--- src/rtl/hazard_stall_unit.sv ---
// Hazard stall unit: tracks in-flight results and stalls ID on load-use, branch-compare and mul/div hazards.
// Optional build macro HAZARD_STATS_EN adds saturating stall_cycles / md_stall_cycles counters.
`timescale 1ns/1ps
module hazard_stall_unit #(
  parameter int MULDIV_CYCLES = 4,
  parameter int REG_AW        = 4
) (
  input  logic              clk,
  input  logic              rst,
  input  logic              id_valid,
  input  logic [REG_AW-1:0] id_op1,
  input  logic [REG_AW-1:0] id_op2,
  input  logic              id_use1,
  input  logic              id_use2,
  input  logic [1:0]        id_regwrite,
  input  logic [REG_AW-1:0] id_dest,
  input  logic              id_is_load,
  input  logic              id_is_branch,
  input  logic              id_is_muldiv,
  output logic              stall,
  output logic              md_busy,
  output logic [REG_AW-1:0] md_dest,
`ifdef HAZARD_STATS_EN
  output logic [15:0]       stall_cycles,
  output logic [15:0]       md_stall_cycles,
`endif
  output logic              md_done
);

  localparam int CW = 4;

  typedef enum logic {RUN, MD_BUSY} state_t;

  state_t            r_state, w_state_nxt;
  logic [CW-1:0]     r_cnt, w_cnt_nxt;
  logic [REG_AW-1:0] r_md_dest, w_md_dest_nxt;

  logic              r_ex_vld, r_mem_vld;
  logic [REG_AW-1:0] r_ex_dest, r_mem_dest;
  logic              r_ex_wr, r_mem_wr, r_ex_ld, r_mem_ld;

  logic w_ex_hit, w_mem_hit, w_load_use, w_branch, w_md_done, w_md_block;
  logic w_stall, w_issue_md, w_ex_load_en;

  function automatic logic src_match(input logic use_bit, input logic vld, input logic wr,
                                     input logic [REG_AW-1:0] sh_dest,
                                     input logic [REG_AW-1:0] src);
    return use_bit & vld & wr & (sh_dest == src);
  endfunction

  function automatic logic [15:0] sat_inc(input logic [15:0] v);
    return (v == 16'hFFFF) ? v : v + 16'd1;
  endfunction

  assign w_ex_hit   = src_match(id_use1, r_ex_vld, r_ex_wr, r_ex_dest, id_op1) |
                      src_match(id_use2, r_ex_vld, r_ex_wr, r_ex_dest, id_op2);
  assign w_mem_hit  = src_match(id_use1, r_mem_vld, r_mem_wr, r_mem_dest, id_op1) |
                      src_match(id_use2, r_mem_vld, r_mem_wr, r_mem_dest, id_op2);
  assign w_load_use = w_ex_hit & r_ex_ld;
  assign w_branch   = id_is_branch & (w_ex_hit | (w_mem_hit & r_mem_ld));

  // The completion cycle releases dependents, so the mul/div block is off while md_done is high.
  assign w_md_done  = (r_state == MD_BUSY) && (r_cnt == '0);
  assign w_md_block = (r_state == MD_BUSY) & ~w_md_done &
                      ((id_use1 & (id_op1 == r_md_dest)) |
                       (id_use2 & (id_op2 == r_md_dest)) |
                       ((id_regwrite != 2'b00) & (id_dest == r_md_dest)) |
                       id_is_muldiv);

  assign w_stall      = id_valid & (w_load_use | w_branch | w_md_block);
  assign w_issue_md   = id_valid & id_is_muldiv & ~w_stall;
  assign w_ex_load_en = id_valid & ~w_stall & ~id_is_muldiv;

  assign stall   = w_stall;
  assign md_busy = (r_state == MD_BUSY);
  assign md_done = w_md_done;
  assign md_dest = r_md_dest;

  always_comb begin
    w_state_nxt   = r_state;
    w_cnt_nxt     = r_cnt;
    w_md_dest_nxt = r_md_dest;
    case (r_state)
      RUN: begin
        if (w_issue_md) begin
          w_state_nxt   = MD_BUSY;
          w_cnt_nxt     = CW'(MULDIV_CYCLES - 1);
          w_md_dest_nxt = id_dest;
        end
      end
      MD_BUSY: begin
        if (r_cnt != '0) begin
          w_cnt_nxt = r_cnt - 1'b1;
        end else if (w_issue_md) begin
          w_cnt_nxt     = CW'(MULDIV_CYCLES - 1);
          w_md_dest_nxt = id_dest;
        end else begin
          w_state_nxt = RUN;
        end
      end
      default: w_state_nxt = RUN;
    endcase
  end

  // Control state: FSM, counter and shadow valid bits
  always_ff @(posedge clk or posedge rst) begin
    if (rst) begin
      r_state   <= RUN;
      r_cnt     <= '0;
      r_md_dest <= '0;
      r_ex_vld  <= 1'b0;
      r_mem_vld <= 1'b0;
    end else begin
      r_state   <= w_state_nxt;
      r_cnt     <= w_cnt_nxt;
      r_md_dest <= w_md_dest_nxt;
      r_ex_vld  <= w_ex_load_en;
      r_mem_vld <= r_ex_vld;
    end
  end

  // Shadow payload, only meaningful alongside its valid bit
  always_ff @(posedge clk) begin
    r_ex_dest  <= id_dest;
    r_ex_wr    <= (id_regwrite != 2'b00);
    r_ex_ld    <= id_is_load;
    r_mem_dest <= r_ex_dest;
    r_mem_wr   <= r_ex_wr;
    r_mem_ld   <= r_ex_ld;
  end

`ifdef HAZARD_STATS_EN
  logic [15:0] r_stall_cycles, r_md_stall_cycles;

  always_ff @(posedge clk or posedge rst) begin
    if (rst) begin
      r_stall_cycles    <= '0;
      r_md_stall_cycles <= '0;
    end else begin
      if (w_stall) r_stall_cycles <= sat_inc(r_stall_cycles);
      if (id_valid & w_md_block) r_md_stall_cycles <= sat_inc(r_md_stall_cycles);
    end
  end

  assign stall_cycles    = r_stall_cycles;
  assign md_stall_cycles = r_md_stall_cycles;
`endif

endmodule
--- config.mk ---
export PLATFORM = sky130hd
export DESIGN_NAME = hazard_stall_unit
export DESIGN_NICKNAME = d
export VERILOG_FILES = /design/src/rtl/hazard_stall_unit.sv
export SDC_FILE = /design/constraint.sdc
export NUM_CORES = 1
export LEC_CHECK = 0
export CAP_MARGIN = 15
export CORE_MARGIN = 4
export CORE_UTILIZATION = 51
export DETAILED_ROUTE_END_ITERATION = 8
export PLACE_DENSITY_LB_ADDON = 0.3
export SYNTH_ARGS = -nofsm -noshare
export SYNTH_HDL_FRONTEND = slang
export SYNTH_SLANG_ARGS = --single-unit
--- constraint.sdc ---
create_clock -name clk -period 4.8 [get_ports clk]
set_clock_uncertainty 0.15 [all_clocks]
set_input_delay 0.48 -clock clk [delete_from_list [all_inputs] [get_ports clk]]
set_output_delay 0.48 -clock clk [all_outputs]
set_load 0.01 [all_outputs]
==> flow_summary.json <==
{
  "dieArea_sq_um": 3010,
  "busiest_layer": "met2",
  "async_reset_ff_share_pct": 47.8,
  "postCtsSetupBuffers": 0,
  "status": "completed",
  "p_sw_uw": 218,
  "gr-total-overflow": 0,
  "fp-row-count": 16,
  "pwr_density_cell_nw_per_um2": 451,
  "met2_usage_pct": 27.0,
  "finalSetupViolations": 0,
  "tightest_slew_ns": 0.439,
  "ys_seq_area_share_pct": 46.0,
  "start_util_pct": 55.4,
  "ys_seq_elements": 23,
  "swShare_pct": 33.4,
  "use_met3_pct": 4.90,
  "drive_above_1_share_pct": 7.46,
  "hpwlAfterDp_mm": 1.79,
  "synth.most_common_cell": "xor2_1",
  "max_freq_mhz": 328,
  "power.internal_uw": 435,
  "pre_cts_slack_ns": 1.74,
  "final-hold-violation-count": 0,
  "vdd_drop_max_uv": 331,
  "netlist-cell-type-count": 31,
  "ys_top_cells_by_area": "dfrtp_1 (25%), dfxtp_1 (21%), xor2_1 (15%), xnor2_1 (7.8%), mux2_4 (5.4%)",
  "die_h_um": 54.9,
  "synth_area_per_cell_sq_um": 10.9,
  "numPortBuffers": 28,
  "cts.sinks": 23,
  "final_cell_area_sq_um": 1450,
  "period_minus_slack_ns": 3.05,
  "htreeDepth": 1,
  "antenna_left": 0,
  "hold_buffers": 0,
  "via_count": 844,
  "hold_ws_ns": 0.212,
  "p_leak_uw": 0.000624,
  "wl_mm": 2.19,
  "synth_ff_type": "dfxtp_1",
  "antenna_found_initial": 0,
  "core_area_sq_um": 2020,
  "met1_usage_pct": 19.4,
  "finalMaxSlewViolations": 0,
  "end_kind": "primary output",
  "worstPathMaxFanout": 3,
  "clock_latency_ns": 0.30,
  "drc": 0,
  "rrSetupSlack_ns": 2.46,
  "ys_warn_count": 0,
  "dr.pass1.iters": 5,
  "setup_ws_ns": 1.75,
  "place_area_sq_um": 1420,
  "clkPwrFrac_pct": 13.2,
  "grt.total_usage_pct": 16.0,
  "ctsResizeCount": 0,
  "slew_headroom_pct": 70.7,
  "rsz0062_at_grt": "false",
  "grt_pass1_wl_mm": 3.33,
  "worstSetupStartpointType": "input pin",
  "max_cap_violations": 0,
  "pwr-share-comb_pct": 42.2,
  "drt_iter0_drc": 5,
  "synth_area_sq_um": 1120,
  "grt_max_degree": 13,
  "synth_fp_nets": 126,
  "fin_nets": 158,
  "hold_class": "reg2reg",
  "post-route-period-util_pct": 63.6,
  "clockBufferDepth": 2,
  "numCtsBuffers": 3,
  "yosys.area.top_type": "dfrtp_1",
  "synth_cells": 103,
  "cts-root-buf": "clkbuf_4",
  "cts_tree": "yes",
  "wl_per_cell_um": 13.6,
  "n_antenna_cell": 0,
  "synth_edf_count": 0,
  "cp_data_required_time_ns": 4.17,
  "area.growth.synth_to_final_pct": 29.4,
  "worstPathArrival_ns": 2.42,
  "synthTopCellsByCount": "xor2_1 (19), dfxtp_1 (12), dfrtp_1 (11)",
  "pin_count": 29,
  "cts.clk_slew.worst_paths_ns": 0.11,
  "setup_tns_ns": 0,
  "vias_per_cell": 5.24,
  "die-width_um": 54.9,
  "netlist.area_leader.share_pct": 24.6,
  "gp_congestion": 0.848,
  "grt_pass1_vias": 796,
  "fin_util_pct": 71.7,
  "power_frac_seq_pct": 44.6,
  "worstSetupPathType": "in2out"
}
per-layer routing:
| metal | vias up | part of all wire, % |
|---|---|---|
| li1 | 414 | - |
| met1 | 402 | 45 |
| met2 | 26 | 49 |
| met3 | 2 | 5.2 |
| met4 | 0 | 0.55 |
| met5 | - | 0 |
cells by family after synthesis:
family          after synthesis  share of synthesized area (%)
flops                        23                           46.0
buf+inv                       7                           3.02
simple gates                 30                           15.1
fa+ha+maj                     1                           1.12
xor+xnor                     29                           22.7
compound gates                9                           6.70
mux                           4                           5.36
power groups by stage:
stage          sequential (uW)  combinational (uW)  clock, uW
6_report                   291                 276       86.2
2_1_floorplan              296                 171          0
3_3_place_gp               293                 272          0
4_1_cts                    292                 280       91.2
5_1_grt                    300                 301       95.4
3_5_place_dp               296                 277          0
worst max-delay path, cell delays in order:
cell and delay, ns:
clkdlybuf4s50_1 0.50, xor2_1 0.20, nor4_1 0.29, a32oi_1 0.18, nand3_1 0.12, and2_1 0.13
clkdlybuf4s50_1 0.53
per-stage QoR:
step                      std cells  power [uW]
after floorplan                 103         466
after global placement          157         565
after detailed placement        157         573
after CTS                       161         662
after global routing            161         697
final                           161         653
final cells by class:
type	count	area [sq um]
Inverter	6	22.5
Timing Repair Buffer	28	280
Fill cell	149	573
Sequential cell	23	515
Tap cell	27	33.8
Clock buffer	4	26.3
Multi-Input combinational cell	73	571
final timing paths:
path	end	depth (start not counted)	start
setup / recovery	stall	7	id_op1[1]
hold / removal	r_mem_ld	0	r_ex_ld
setup reg to reg	md_dest[2]	6	r_mem_dest[3]
hold reg to reg	r_mem_ld	0	r_ex_ld
max in group asynchronous	r_cnt[2]	2	rst
min in group asynchronous	md_dest[1]	2	rst
state kept, by name, indices dropped and copies added (netlist names):
| signal | count |
|---|---|
| md_busy | 1 |
| md_dest | 4 |
| r_cnt | 4 |
| r_ex_dest | 4 |
| r_ex_ld | 1 |
| r_ex_vld | 1 |
| r_ex_wr | 1 |
| r_mem_dest | 4 |
| r_mem_ld | 1 |
| r_mem_vld | 1 |
| r_mem_wr | 1 |
cells in the final DEF (no fill, tap or decap):
cell type	netlist	layout
a21oi_1	1	1
a22oi_1	1	1
a31o_2	1	1
a32o_1	1	1
a32oi_1	1	1
and2_1	1	1
and3_1	1	1
clkbuf_1	0	1
clkbuf_4	0	3
clkdlybuf4s50_1	0	28
dfrtp_1	11	11
dfxtp_1	12	12
ha_1	1	1
inv_1	6	6
mux2_4	4	4
nand2_1	6	6
nand3_1	2	2
nand3b_1	1	1
nand4_1	2	2
nor2_1	4	4
nor3_1	2	2
nor3b_1	1	1
nor4_1	6	6
o211a_1	1	1
o21a_1	1	1
o31a_1	1	1
o41ai_1	1	1
or2_1	1	1
or2_2	1	1
or2b_1	1	1
or4b_4	1	1
xnor2_1	10	10
xor2_1	19	19
No activity file was read; power rests on OpenSTA's default activity.
